`src/rtl/mem_arbiter.sv`:
```
// mem_arbiter: shares one single-port synchronous memory between the fetch
// path and the load/store path of a multi-cycle core.
//
// Each access runs IDLE -> ACCESS -> WAIT (MEM_LAT cycles) -> RESP.
// When both ports request, the port that did not win the previous grant
// goes first. Read data is registered per port and comes with a one-cycle
// ready pulse.
//
// Ports:
//   clk, rst                          clock, synchronous active-high reset
//   if_req/if_addr                    fetch request (held until if_ready)
//   if_rdata/if_ready                 fetch data (registered) and completion pulse
//   d_req/d_we/d_wstrb/d_addr/d_wdata data request (held until d_ready)
//   d_rdata/d_ready                   load data (registered) and completion pulse
//   mem_en/mem_we/mem_addr/mem_wdata  memory access, decoded from state
//   mem_rdata                         memory read data, valid MEM_LAT cycles after mem_en
//   busy                              high whenever not IDLE
module mem_arbiter #(
  parameter int ADDR_W  = 10,
  parameter int DATA_W  = 32,
  parameter int MEM_LAT = 1,   // legal range 1..15 (4-bit wait counter)
  localparam int SW     = DATA_W / 8
) (
  input  logic              clk,
  input  logic              rst,
  input  logic              if_req,
  input  logic [ADDR_W-1:0] if_addr,
  output logic [DATA_W-1:0] if_rdata,
  output logic              if_ready,
  input  logic              d_req,
  input  logic              d_we,
  input  logic [SW-1:0]     d_wstrb,
  input  logic [ADDR_W-1:0] d_addr,
  input  logic [DATA_W-1:0] d_wdata,
  output logic [DATA_W-1:0] d_rdata,
  output logic              d_ready,
  output logic              mem_en,
  output logic [SW-1:0]     mem_we,
  output logic [ADDR_W-1:0] mem_addr,
  output logic [DATA_W-1:0] mem_wdata,
  input  logic [DATA_W-1:0] mem_rdata,
  output logic              busy
);

  typedef enum logic [1:0] {IDLE, ACCESS, WAIT, RESP} state_t;

  // WAIT lasts MEM_LAT cycles: load MEM_LAT-1 and leave when it hits zero.
  localparam logic [3:0] CNT_INIT = 4'(MEM_LAT - 1);

  state_t            state;
  logic              own_d;    // current owner: 1 = data, 0 = fetch
  logic              last_d;   // owner of the previous grant
  logic [ADDR_W-1:0] addr_q;
  logic              we_q;
  logic [SW-1:0]     wstrb_q;
  logic [DATA_W-1:0] wdata_q;
  logic [3:0]        cnt;
  logic              grant_d;

  // Data wins if it is alone, or if both request and fetch had the last turn.
  always_comb grant_d = d_req && (!if_req || !last_d);

  always_ff @(posedge clk) begin
    if (rst) begin
      state    <= IDLE;
      if_ready <= 1'b0;
      d_ready  <= 1'b0;
      if_rdata <= '0;
      d_rdata  <= '0;
      last_d   <= 1'b0;
      own_d    <= 1'b0;
      cnt      <= 4'd0;
      addr_q   <= '0;
      we_q     <= 1'b0;
      wstrb_q  <= '0;
      wdata_q  <= '0;
    end else begin
      if_ready <= 1'b0;
      d_ready  <= 1'b0;
      case (state)
        IDLE: begin
          if (if_req || d_req) begin
            own_d   <= grant_d;
            last_d  <= grant_d;
            addr_q  <= grant_d ? d_addr : if_addr;
            we_q    <= grant_d && d_we;
            wstrb_q <= d_wstrb;
            wdata_q <= d_wdata;
            state   <= ACCESS;
          end
        end
        ACCESS: begin
          cnt   <= CNT_INIT;
          state <= WAIT;
        end
        WAIT: begin
          if (cnt == 4'd0) begin
            // mem_rdata is valid in this last WAIT cycle; ready rises with RESP.
            state <= RESP;
            if (own_d) begin
              d_ready <= 1'b1;
              if (!we_q) d_rdata <= mem_rdata;
            end else begin
              if_ready <= 1'b1;
              if_rdata <= mem_rdata;
            end
          end else begin
            cnt <= cnt - 4'd1;
          end
        end
        RESP:    state <= IDLE;
        default: state <= IDLE;
      endcase
    end
  end

  // Memory side is a pure decode of registered state, so a write whose ACCESS
  // cycle coincides with reset still reaches the memory.
  assign mem_en    = (state == ACCESS);
  assign mem_we    = (state == ACCESS && own_d && we_q) ? wstrb_q : '0;
  assign mem_addr  = addr_q;
  assign mem_wdata = wdata_q;
  assign busy      = (state != IDLE);

endmodule

```
`config.mk`:
```
export PLATFORM = sky130hd
export DESIGN_NAME = mem_arbiter
export DESIGN_NICKNAME = d
export VERILOG_FILES = /design/src/rtl/mem_arbiter.sv
export SDC_FILE = /design/constraint.sdc
export NUM_CORES = 1
export LEC_CHECK = 0
export ABC_AREA = 0
export CAP_MARGIN = 25
export CORE_MARGIN = 2
export CORE_UTILIZATION = 40
export CTS_BUF_LIST = sky130_fd_sc_hd__clkbuf_8
export CTS_CLUSTER_SIZE = 10
export DETAILED_ROUTE_END_ITERATION = 16
export GPL_TIMING_DRIVEN = 0
export MAX_ROUTING_LAYER = met4
export PLACE_DENSITY = 0.79
export SLEW_MARGIN = 20
export SYNTH_ARGS = -nofsm -noshare
export SYNTH_HDL_FRONTEND = slang
export SYNTH_SLANG_ARGS = --single-unit
```
`constraint.sdc`:
```
create_clock -name clk -period 1.6 [get_ports clk]
set_input_delay 0.16 -clock clk [delete_from_list [all_inputs] [get_ports clk]]
set_output_delay 0.16 -clock clk [all_outputs]
set_load 0.1 [all_outputs]
```
# Yosys cells after proc, flatten, opt, wreduce, memory -nomap -nowiden
# Index checks and enable logic that the tools add are counted.
# Widths: inputs -> output; s select.
# word_totals
regBits	120
in_bits	93
output_inout_bits	114
elab_cells	49
# op_classes
n_addsub	1
n_eq_ne	6
muxes	9
bitwise_logic	4
n_reduce_logical	18
# op_table
cell	n
$mux 10	1
$mux 4	2
$pmux 2 s4	1
$pmux 4 s2	1
$ne 2x2->1 const B	3
$reduce_and 2->1	3
$eq 2x2->1 const B	2
$logic_and 1x1->1	4
$logic_not 4->1	1
$mux 2	2
$not 1->1	4
$reduce_and 4->1	1
$reduce_bool 2->1	2
$sub 4x1->4 const B	1
$reduce_and 3->1	1
$reduce_or 3->1	1
$eq 2x1->1 const B	1
$logic_not 1->1	2
$logic_not 2->1	1
$logic_or 1x1->1	2
$mux 1	2

# Logic depth before layout (Yosys ltp)
# Gate-level depths: netlist of run 1.
# logic_depth
depth_word	4
depth_mapped	8
ltp_nobuf	5

# Worst setup path after synthesis of run 1
# No wires, ideal clock.
# synth_timing
kind	reg-to-output
from	reg state[1]
to	out mem_we[0]
arrival_ns	2.271
required_time_ns	1.440
path_slack_ns	-0.831
path_stages_with_launch	5
path_buffers	0
cell_sequence	dfxtp_1 > inv_1 > ha_1 > and3_1 > and2_1
# synth_via
elab_chain_cells	4
# synth_rtl
item	line_no	source
start: declaration	50	state_t state;
start signal: assignment	65	state <= IDLE;
start signal: assignment	89	state <= ACCESS;
start signal: assignment	94	state <= WAIT;
$eq 2x1->1	-	
net mem_en	37	output logic mem_en,
$logic_and 1x1->1 (2 in series)	120	assign mem_we = (state == ACCESS && own_d && we_q) ? wstrb_q : '0;
$mux 4	120	
end: declaration	38	output logic [SW-1:0] mem_we,
# The timed path passes the listed nets, and every way through them passes these cells.

# Worst setup path in the final report of run 1
# layout_timing
from	reg state[1]
to	reg if_rdata[1]
# layout_via
elab_chain_cells	2
# layout_rtl
item	line_no	source
$eq 2x2->1	80	case (state)
$reduce_and 3->1 (no source line)	-	
end signal: assignment	105	if_rdata <= mem_rdata;
end: declaration	28	output logic [DATA_W-1:0] if_rdata,
# Every way passes these cells.
# A chain may end at the register's enable or synchronous reset.

==> impl.org, run 1 <==
** Outcome
- Status :: complete, but fails checks
- Violations in the final reports :: setup timing

** Timing
- Counting I/O delays and the setup requirement, the final critical path takes 1.76 ns.
- The final-report hold violation count was 0.
- After routing, the total negative slack on setup checks comes to -1.43 ns.
- Max-Slew Margin vs Limit :: 46.7%
- Slew Viols, Final :: 0
- Ratio of final minimum period to clock period :: 110%
- Skew final :: 0.0111 ns
- At the pin with the least slew margin, the transition time is 0.800 ns.
- RSZ-0062 raised after global routing :: yes
- Setup-failing EPs final :: 32
- Highest Clock Rate :: 567 MHz
- Final worst-path setup slack :: -0.162 ns

** Synth
- Most numerous cell types in the synthesized netlist :: dfxtp_1, a21oi_1, nand2_1, nand3_1, nand4b_1
- Yosys synthesis warning count :: 0
- dfxtp_1 takes more of the synthesized area than any other cell.
- After synthesis, the largest area contributor takes up 48.6% of total cell area.
- Dividing the synthesized area by the synthesized cell count gives 8.77 µm².
- The cell count after synthesis came out at 564.
- Primary flip-flop cell chosen by synthesis mapping :: dfxtp_1
- Of all flip-flops after synthesis, the portion carrying an async set or reset was 0%.
- In the post-synthesis netlist, the biggest area contributors are dfxtp_1, a21oi_1, nand4b_1.
- dfxtp_1 is the most common cell in the netlist.
- Number of library cell types mapped by synthesis :: 39
- Number of enable-type register cells in the synthesized netlist :: 0
- FF+latch count, synth :: 120
- Summing every instance area after synthesis gives 4950 µm².
- Seq/Total Area, Yosys :: 48.6%
- When the netlist entered floorplanning its net count stood at 662.

** Worst setup path
- Type of the worst setup path :: reg -> reg
- At the worst endpoint, the required time is 1.97 ns.
- Data on the critical path arrives at its endpoint at 2.13 ns.
- Beginning of the worst register-to-register path :: state[1]
- The worst register-to-register path has a setup slack of -0.16 ns.
- Endpoint of the worst register-to-register path :: if_rdata[1]
- The worst setup path is launched from a register.
- The worst setup path is captured at a register.
- Counting cells, the worst reg-to-reg path comes to 9.
- In this run the worst setup path begins at state[1].
- Worst-path fanout max :: 10

** Placed design
- Count of input and output buffers :: 206
- GPL Wtd Cong :: 0.880
- Timing analysis after detailed placement gives a worst setup slack of -0.906 ns.
- Summed over all nets, the half-perimeter wirelength after detailed placement is 12,500 µm.

** Power
- Leakage Power :: 2.89 nW
- Sequential cells account for 25.6% of the total power.
- Internal power comes to 7.40 mW.
- The share of total power dissipated in the clock network is 17.7%.
- PD cells :: 1810 nW/µm²
- Max rail drop VDD :: 1210 µV
- Of the total power, the share spent switching nets is 51.1%.
- Power Total :: 15.1 mW
- Combinational logic is responsible for 56.7% of the overall power.
- The analysis attributes to net switching a power of 7.73 mW.

** Route
- Drt wl/cell :: 17.9 µm
- Count of routing violations after the opening detailed-route iteration :: 495
- In the routed layout, each cell is associated on average with a via count of 5.46.
- The final layout contains routed wiring with a total length of 17,600 µm.
- Detail Route Antenna Nets :: 0
- For this run, design rule violations remaining after detail routing come to 0.
- Across all layers, the routed design uses 5,379 vias.
- The first detailed-routing pass took 5 iterations.

** Finish
- The layout has 894 filler cells.
- Post-layout nets :: 903
- The area growth from synthesis to layout is 69.4%.
- The number of antenna diodes in the final layout is 0.
- In the final layout, the share of cells above drive strength 1 is 32.5%.

** Hold path
- WHS Path Cells :: 3
- HP Class :: in -> reg
- The worst hold path terminates at mem_wdata[5].
- Start point of the worst min-delay path :: d_wdata[5]

** Clock tree
- CTS buffer count :: 17
- CTS placed an instance of clkbuf_8 at the clock tree root.
- Skew-Pair Late Insertion Delay :: 0.45 ns
- Number of H-tree levels :: 4
- TritonCTS built the clock tree.
- The number of hold buffers added after CTS was 0.
- The longest clock path from root to sink contains 2 buffers.
- CTS clk-pin slew, worst paths :: 0.07 ns
- The clock drives 120 sinks.

** Die
- # IOs :: 207
- From left edge to right edge, the die measures 115 µm.
- Once the floorplan was initialized, standard cells occupied 41.0% of the core.
- The floorplan step defined a core boundary enclosing 12,100 µm².
- Cell Rows :: 40
- Die extent in y :: 115 µm
- The floorplan step defined a die boundary enclosing 13,300 µm².

** GRT
- Maximum number of pins on one net before global-route repair :: 17
- Summed over all layers, the global routing overflow is 0.
- Number of global-route vias before repair :: 5,313
- Antenna violations before repair :: 0
- First-pass GRT wire length :: 26,400 µm
- Global routing consumed, over all layers together, 26.6% of the routing resources.

** Run
- Across the run, the number of max-cap violations was 0.
==> area by class of cell <==
class | count | area [µm²] | share of cell area, %
Sequential cell | 120 | 2410 | 28.7
Timing Repair Buffer | 223 | 2410 | 28.8
Clock buffer | 20 | 275 | 3.29
Inverter | 7 | 31.3 | 0.373
Clock inverter | 12 | 110 | 1.31
Tap cell | 168 | 210 | 2.51
Multi-Input combinational cell | 377 | 2550 | 30.4
Buffer | 59 | 388 | 4.63
==> metrics by stage <==
step / util (%) / hold WS [ns] / cell area [µm²] / cells
global placement: 60.0 / 0.439 / 7240 / 938
floorplan: - / 0.275 / 4960 / 564
global route: 69.5 / 0.239 / 8380 / 986
CTS: 65.7 / 0.237 / 7920 / 977
finish: 69.5 / 0.253 / 8380 / 986
detailed placement: 60.0 / 0.445 / 7240 / 938
==> worst max-delay path by stage <==
stage / end / slack, ns / depth (start not counted)
after floorplan: mem_we[0] / -0.03 / 4
after global placement: mem_we[3] / -0.92 / 4
after detailed placement: mem_we[2] / -0.91 / 4
after CTS: mem_we[2] / -0.16 / 5
after global routing: if_rdata[1] / -0.19 / 9
final: if_rdata[1] / -0.16 / 9
==> cell usage in the layout (no fill, tap or decap), types with 14 or more instances in the layout <==
cell and instances:
a21oi_2 16, clkdlybuf4s15_2 105, clkbuf_8 20, clkbuf_1 22
nand4b_1 33, nand2_1 72, buf_2 14, o31ai_2 20
nand3_1 28, dfxtp_1 117, buf_4 17, a21oi_1 89
o21ai_0 19, clkdlybuf4s50_1 92
==> power by group through the flow <==
stage          combinational (mW)  clock [mW]  sequential [mW]
3_5_place_dp                 7.73           0             3.88
2_1_floorplan                2.44           0             7.21
5_1_grt                      8.96        2.86             3.92
6_report                     8.58        2.68             3.87
3_3_place_gp                 7.63           0             3.85
4_1_cts                      7.83        2.70             3.84
==> sequential cells by signal, summed over array words and instances, names as in the netlist <==
signal and cells:
wstrb_q 4, cnt 4, state 2, mem_wdata 32, if_ready 1, last_d 1, we_q 1, d_rdata 32
d_ready 1, if_rdata 32, mem_addr 10
==> cells by family after synthesis <==
logic type               count (synthesis)  share of synthesized area [%]
AO/OA/AOI/OAI                          191                           22.2
adder cells (fa/ha/maj)                  5                           1.26
buffers and inverters                   67                           7.36
flip-flops                             120                           48.6
multiplexers                            11                           2.23
AND/OR/NAND/NOR                        170                           18.4
==> critical path, stage by stage, from the launching register on <==
cell and delay, ns:
dfxtp_2 0.36, buf_4 0.13, ha_4 0.13, buf_6 0.09, and4bb_4 0.29, buf_4 0.13, buf_6 0.11, buf_8 0.13
nand3_1 0.09, a21oi_1 0.20
==> layer usage <==
metal	up-vias	track usage, %	part of all wire [%]
li1	2509	-	-
met1	2580	28.6	38
met2	256	45.8	51
met3	34	9.07	8.8
met4	0	8.92	1.9
met5	-	-	0
==> repair_timing <==
item / CTS / global route
resized for setup: 395 / 104
setup buffers: 6 / 5
cloned: 2 / 4
setup endpoints to repair: 219 / 90
pin swaps: 4 / 13
Power figures use the tool's default switching activity.
==> run 2, diff against run 1 <==
--- a/config.mk
+++ b/config.mk
@@ -19,3 +19,4 @@
 export SYNTH_ARGS = -nofsm -noshare
 export SYNTH_HDL_FRONTEND = slang
 export SYNTH_SLANG_ARGS = --single-unit
+export TNS_END_PERCENT = 30
==> run 2 against run 1 <==
  * The flow still finishes with violations (setup timing)
  * Worst setup slack better by 0.037 ns
  * Critical endpoint is now d_rdata[3]
  * Clock power hardly changed
  * Critical path depth is 1 lower
  * Utilization is 2.2 points lower
  * Die area stayed put
  * Count of clock-buffer cells in the layout stayed put
  * Sequential power hardly changed
  * Non-clock buffer count is 7 lower
  * Critical path type unchanged
  * Largest power group unchanged
  * Cell count is 0.71% lower
  * Maximum frequency is 2.2% higher
==> impl.org, run 2 (same netlist as run 1, synthesis figures left out) <==
** Outcome
- The run finished, with violations left.
- Violations in the final reports :: setup timing

** GRT
- Number of global-route vias before repair :: 5,235 (-1.5%)
- The initial antenna violation count was 0 (unchanged).
- Maximum number of pins on one net before global-route repair :: 17 (unchanged)
- Gr ovfl total :: 0 (unchanged)
- First-pass GRT wire length :: 25,900 µm (-1.8%)
- Global routing usage summed across all routing layers :: 26.1% (-0.46 points)

** Finish
- The finished layout cell area is 8120 µm² (-3.2%).
- Post-layout nets :: 896 (-0.78%)
- From synthesis to final layout, the design area changed by 64.0%.
- The final antenna diode count is 0 (unchanged).
- Leading cell types in the layout, fill and taps excluded :: dfxtp_1, clkdlybuf4s15_2, clkdlybuf4s50_1
- Leading cell type in the layout, fill and taps excluded :: dfxtp_1
- The proportion of layout cells with a drive suffix above 1 is 28.5% (-4.0 points).

** Die
- Cell Rows :: 40 (unchanged)
- The count of pins on the block boundary was 207 (unchanged).
- Effective utilization at floorplan :: 41.0% (unchanged)
- Die extent in y :: 115 µm (unchanged)
- The full die area came to 13,300 µm² (unchanged).
- Die Wd :: 115 µm (unchanged)
- Total core area :: 12,100 µm² (unchanged)

** Route
- Count of routing violations after the opening detailed-route iteration :: 608 (+23%)
- The DRC violation count after routing came to 0 (unchanged).
- Detail Route Antenna Nets :: 0 (unchanged)
- The total iterations of the first detailed-routing run came to 5 (unchanged).
- Drt wl/cell :: 17.4 µm (-2.5%)
- The average vias per placed instance was 5.43 (-0.39%).
- Number of vias in the routed layout :: 5,320 (-1.1%)
- The post-detailed-routing wire length is 17,100 µm (-3.2%).

** Timing
- The max-slew violation count came to 0 (unchanged).
- Summed negative setup slack over all endpoints :: -2.05 ns (-0.619 ns)
- The minimum clock period is 1.73 ns (-0.0372 ns).
- The normalized max-slew margin is 54.5% (+7.8 points).
- Count of endpoints failing hold in the final timing report :: 0 (unchanged)
- Ratio of final minimum period to clock period :: 108% (-2.3 points)
- The slew at the pin with the worst max-slew slack is 0.682 ns (-0.118 ns).
- The timing-limited maximum frequency was 580 MHz (+2.2%).
- The final clock skew came to 0.0108 ns (-0.000338 ns).
- RSZ-0062 raised after global routing :: yes
- The setup slack after layout is -0.125 ns (+0.0372 ns).
- The number of failing setup endpoints in the final timing report was 55 (+72%).

** Clock tree
- TritonCTS built the clock tree.
- The H-tree level count came to 4 (unchanged).
- The number of buffers inserted by hold repair at cts was 0 (unchanged).
- Clock root buffer :: clkbuf_8
- The number of buffers created by CTS was 17 (unchanged).
- CTS clk-pin slew, worst paths :: 0.07 ns (about the same)
- The number of clock sinks is 120 (unchanged).
- The clock latency of the later-clocked register in the worst-skew pair was 0.45 ns (about the same).
- The maximum clock insertion buffer count was 2 (unchanged).

** Power
- PD cells :: 1810 nW/µm² (+0.39%)
- Max rail drop VDD :: 1170 µV (-3.3%)
- Leakage Power :: 2.82 nW (-2.4%)

** Run
- Max-capacitance violation count :: 0 (unchanged)

** Placed design
- Count of input and output buffers :: 206 (unchanged)
- The post-place instance area came to 7240 µm² (unchanged).
- HPWL after DPL :: 12,500 µm (unchanged)
- The weighted congestion reported at the end of routability-driven placement came to 0.880 (unchanged).

** Worst setup path
- CP Capture Type :: register
- The data arrival time of the critical path is 2.11 ns (-0.02 ns).
- The highest net fanout along the worst path was 8 (-2).
- Endpoint required time on the critical path :: 1.98 ns (about the same)
- Critical Path Start Type :: register
- Type of the worst setup path :: reg -> reg

** Hold path
- The min-delay analysis places its worst path in the category in -> reg.
run 2: final timing paths:
kind                  from  slack [ns]  cells past startpoint       endpoint
max               state[1]       -0.13                      8     d_rdata[3]
min             d_wdata[5]        0.25                      3   mem_wdata[5]
max reg2reg       state[1]       -0.13                      8     d_rdata[3]
min reg2reg  mem_wdata[21]        0.45                      2  mem_wdata[21]
run 2: through the flow:
stage,utilization (%),cells,power (mW),hold slack [ns],setup slack [ns]
4_1_cts,65.2,972,14.3,0.237,-0.197
6_report,67.3,979,14.7,0.255,-0.125
3_5_place_dp,60.0,938,11.6,0.445,-0.906
2_1_floorplan,-,564,9.65,0.275,-0.0255
5_1_grt,67.3,979,15.3,0.240,-0.185
3_3_place_gp,60.0,938,11.5,0.439,-0.923
run 2: layer usage:
layer | global-route usage [%] | part of all wire (%) | vias to the layer above
met5 | - | 0 | -
li1 | - | - | 2491
met3 | 8.65 | 8.1 | 25
met4 | 8.76 | 1.6 | 0
met1 | 28.4 | 39 | 2541
met2 | 44.9 | 51 | 263
run 2: area by class of cell:
type	instances	area, µm²
buffer	59	377
clock buffer	20	275
clock inverter	12	110
fill	934	3950
inverter	7	31.3
multi-input combinational	377	2360
sequential	120	2410
tap	168	210
timing repair buffer	216	2340
run 2: critical path, cell delays in order, from the launching register on:
cell and delay [ns]:
dfxtp_2 0.35, buf_4 0.13, ha_4 0.15, buf_6 0.10, and4bb_2 0.29, buf_12 0.16
buf_6 0.12, nand4b_1 0.16, a21oi_2 0.18
run 2: timing repair:
action                                  4_1_cts  5_1_grt
gates resized for setup                     391       54
setup buffers                                 3        3
endpoints found under the setup margin      219       93
pin swaps                                     2        8
cloned                                        0        4
hold endpoints to repair                      0        0
run 2: power breakdown:
group | internal [mW] | switching, mW
logic | 2.21 | 5.98
registers | 3.53 | 0.320
clock network | 1.47 | 1.20
total | 7.21 | 7.50
==> run 3, diff against run 2 <==
--- a/config.mk
+++ b/config.mk
@@ -12,7 +12,6 @@
 export CTS_BUF_LIST = sky130_fd_sc_hd__clkbuf_8
 export CTS_CLUSTER_SIZE = 10
 export DETAILED_ROUTE_END_ITERATION = 16
-export GPL_TIMING_DRIVEN = 0
 export MAX_ROUTING_LAYER = met4
 export PLACE_DENSITY = 0.79
 export SLEW_MARGIN = 20
==> run 3 against run 2 <==
  * The run still ends with setup timing left
  * Combinational power up 11%
  * Routed wire length down 3.5%
  * Sequential power increased by 6.5%
  * Worst setup slack improved by 0.056 ns
  * Utilization is 6.6 points higher
  * Register-to-register slack improved by 0.14 ns
  * Maximum frequency increased by 3.3%
  * Count of clock-buffer cells in the layout stayed put
  * First-iteration DRC count down 16%
  * Global-route usage down 0.53 points
  * Critical endpoint is now mem_we[1]
  * Largest power group unchanged
==> impl.org, run 3 (same netlist as run 1, synthesis figures left out) <==
** Placed design
- GPL Wtd Cong :: 0.782 (-11%)
- HPWL after DPL :: 11,700 µm (-6.5%)
- Count of input and output buffers :: 206 (unchanged)
- Dpl cell area :: 8390 µm² (+16%)
- The total instance count after detailed placement was 904 (-3.6%).
- Post-place setup slack :: -0.119 ns (+0.787 ns)

** Worst setup path
- The endpoint identified for the worst register-to-register timing path is d_rdata[3].
- Critical Path Start Type :: register
- Tracing the worst setup path back leads to its startpoint at state[0].
- Arrival time of data at the critical path endpoint :: 1.51 ns (-0.60 ns)
- The most critical setup path has its endpoint at mem_we[1].
- The data required time of the critical path is 1.44 ns (-0.54 ns).
- Critical Path Slowest Stage Cell :: dfxtp_2
- Traced cell by cell, the critical path runs through buf_6 -> ha_4 -> and3_4 -> and2_4 -> buf_12.
- Combined buffer and inverter count along the critical path :: 2 (-2)
- Depth of the worst register-to-register path :: 6 (-2)
- Delay contributed by the slowest stage of the critical path :: 0.34 ns (about the same)
- R2R Setup Slk :: 0.01 ns (+0.14 ns)
- The number of logic stages on the critical path including buffering was 5 (-3).
- The critical path is of the reg -> out type.
- The startpoint identified for the worst register-to-register timing path is state[0].
- CP Capture Type :: output port
- The highest net fanout along the worst path is 4 (-4).
- The cell family contributing the most delay on the critical path is simple AND/OR/NAND/NOR gates.

** Power
- The total power of the final layout is 15.9 mW (+8.2%).
- PD cells :: 1790 nW/µm² (-1.5%)
- The cell leakage power is 3.24 nW (+15%).
- Max rail drop VDD :: 1190 µV (+1.4%)

** Finish
- The final cell utilization of the core is 73.9% (+6.6 points).
- The net count of the finished layout was 856 (-4.5%).
- Compared with the post-synthesis result, the final layout area differs by 80.2%.
- The proportion of layout cells with a drive suffix above 1 is 26.3% (-2.2 points).
- Number of fillers in the final layout :: 790 (-15%)
- Post-layout instance area :: 8910 µm² (+9.8%)
- In the layout the commonest cells are buf_12, dfxtp_1, a21oi_1.
- Leading cell type in the layout, fill and taps excluded :: buf_12
- The final cell count without fillers came to 939 (-4.1%).
- The final antenna diode count was 0 (unchanged).

** Outcome
- The final reports fail on setup timing.
- Status :: complete, but fails checks

** Timing
- Final critical path time including I/O delays and setup :: 1.67 ns (-0.0558 ns)
- Slew Viols, Final :: 0 (unchanged)
- The final-report hold violation count was 0 (unchanged).
- Max-Slew Margin vs Limit :: 75.3% (+21 points)
- The slew at the pin with the worst max-slew slack came to 0.369 ns (-0.313 ns).
- Setup repair after global routing could not meet its margin everywhere.
- Setup-failing EPs final :: 4 (-93%)
- Skew final :: 0.0107 ns (-0.0000956 ns)
- The worst hold slack after final layout is 0.211 ns (-0.0442 ns).
- The portion of the clock cycle consumed by the worst path in the final layout is 104% (-3.5 points).
- Summed negative setup slack over all endpoints :: -0.257 ns (+1.79 ns)
- Final worst-path setup slack :: -0.0695 ns (+0.0558 ns)
- The timing-limited maximum frequency came to 599 MHz (+3.3%).

** Run
- Max-capacitance violation count :: 0 (unchanged)

** Clock tree
- CTS clk-pin slew, worst paths :: 0.07 ns (about the same)
- The maximum clock insertion buffer count is 2 (unchanged).
- The number of buffers created by CTS came to 17 (unchanged).
- The clock latency of the later-clocked register in the worst-skew pair was 0.44 ns (about the same).
- Clock root buffer :: clkbuf_8
- TritonCTS built the clock tree.
- The number of clock sinks came to 120 (unchanged).
- Number of H-tree levels :: 4 (unchanged)

** Die
- The full die area was 13,300 µm² (unchanged).
- Die Wd :: 115 µm (unchanged)
- # IOs :: 207 (unchanged)
- Total core area :: 12,100 µm² (unchanged)
- Cell Rows :: 40 (unchanged)
- The vertical die dimension is 115 µm (unchanged).
- The effective utilization at floorplan is 41.0% (unchanged).

** Hold path
- In this run the worst hold path is classified as in -> reg.

** Route
- Number of vias in the routed layout :: 5,136 (-3.5%)
- The average vias per placed instance is 5.47 (+0.65%).
- Count of routing violations after the opening detailed-route iteration :: 512 (-16%)
- DRC Markers :: 0 (unchanged)
- The total iterations of the first detailed-routing run came to 5 (unchanged).
- The post-detailed-routing wire length is 16,500 µm (-3.5%).
- The detailed-route wire length per cell came to 17.5 µm (+0.59%).
- Detail Route Antenna Nets :: 0 (unchanged)

** GRT
- The via count of the first global-routing pass was 5,203 (-0.61%).
- The pin count of the biggest net entering global routing is 66 (+49).
- The total routing resource utilization after global routing was 25.6% (-0.53 points).
- The first-pass GRT wire length was 26,000 µm (+0.56%).
- The remaining global-route overflow is 0 (unchanged).
- The initial antenna violation count came to 0 (unchanged).
run 3: changes by cell type in the layout (fill, tap and decap cells not counted), sizes merged:
cell	delta
buf	+100
clkdlybuf4s50	-1
clkbuf	-32
clkdlybuf4s15	-107
run 3: layout make-up:
cell class / instances / area (µm²) / share of cell area (%)
sequential: 120 / 2410 / 27.0
clock inverter: 12 / 110 / 1.24
clock buffer: 20 / 275 / 3.09
multi-input combinational: 377 / 2300 / 25.8
inverter: 7 / 28.8 / 0.323
timing repair buffer: 235 / 3580 / 40.2
tap: 168 / 210 / 2.36
run 3: layer usage:
layer	global-route usage (%)	wire, µm	vias to the layer above
met5	-	0	-
met4	8.59	312	0
met3	7.80	1350	28
met2	43.6	8610	261
met1	28.5	6190	2429
li1	-	-	2418
run 3: worst register-to-register path: stages, from the launching register on:
cell and delay, ns:
dfxtp_2 0.33, inv_1 0.07, ha_2 0.23, and4bb_4 0.33, buf_4 0.19, nand4b_1 0.19
a21oi_2 0.18
run 3: worst min-delay path by stage:
stage                     from          end  slack [ns]  cells past startpoint
finish                     rst     state[0]        0.21                      3
global route               rst         we_q        0.22                      3
CTS                        rst  if_rdata[3]        0.19                      3
detailed placement  wstrb_q[3]   wstrb_q[3]        0.45                      2
global placement    wstrb_q[1]   wstrb_q[1]        0.44                      2
floorplan               if_req       last_d        0.28                      1
run 3: report_power, final:
part	internal, mW	switching [mW]
registers	3.54	0.567
logic	3.29	5.84
clock network	1.47	1.21
total	8.29	7.62
run 3: repair_timing:
| action | CTS | global route |
|---|---|---|
| gates cloned | 0 | 1 |
| buffers inserted | 3 | 0 |
| endpoints found under the hold margin | 0 | 0 |
| endpoints found under the setup margin | 48 | 65 |
| gates resized for setup | 16 | 14 |
| hold buffers | 0 | 0 |
| pin swaps | 7 | 2 |
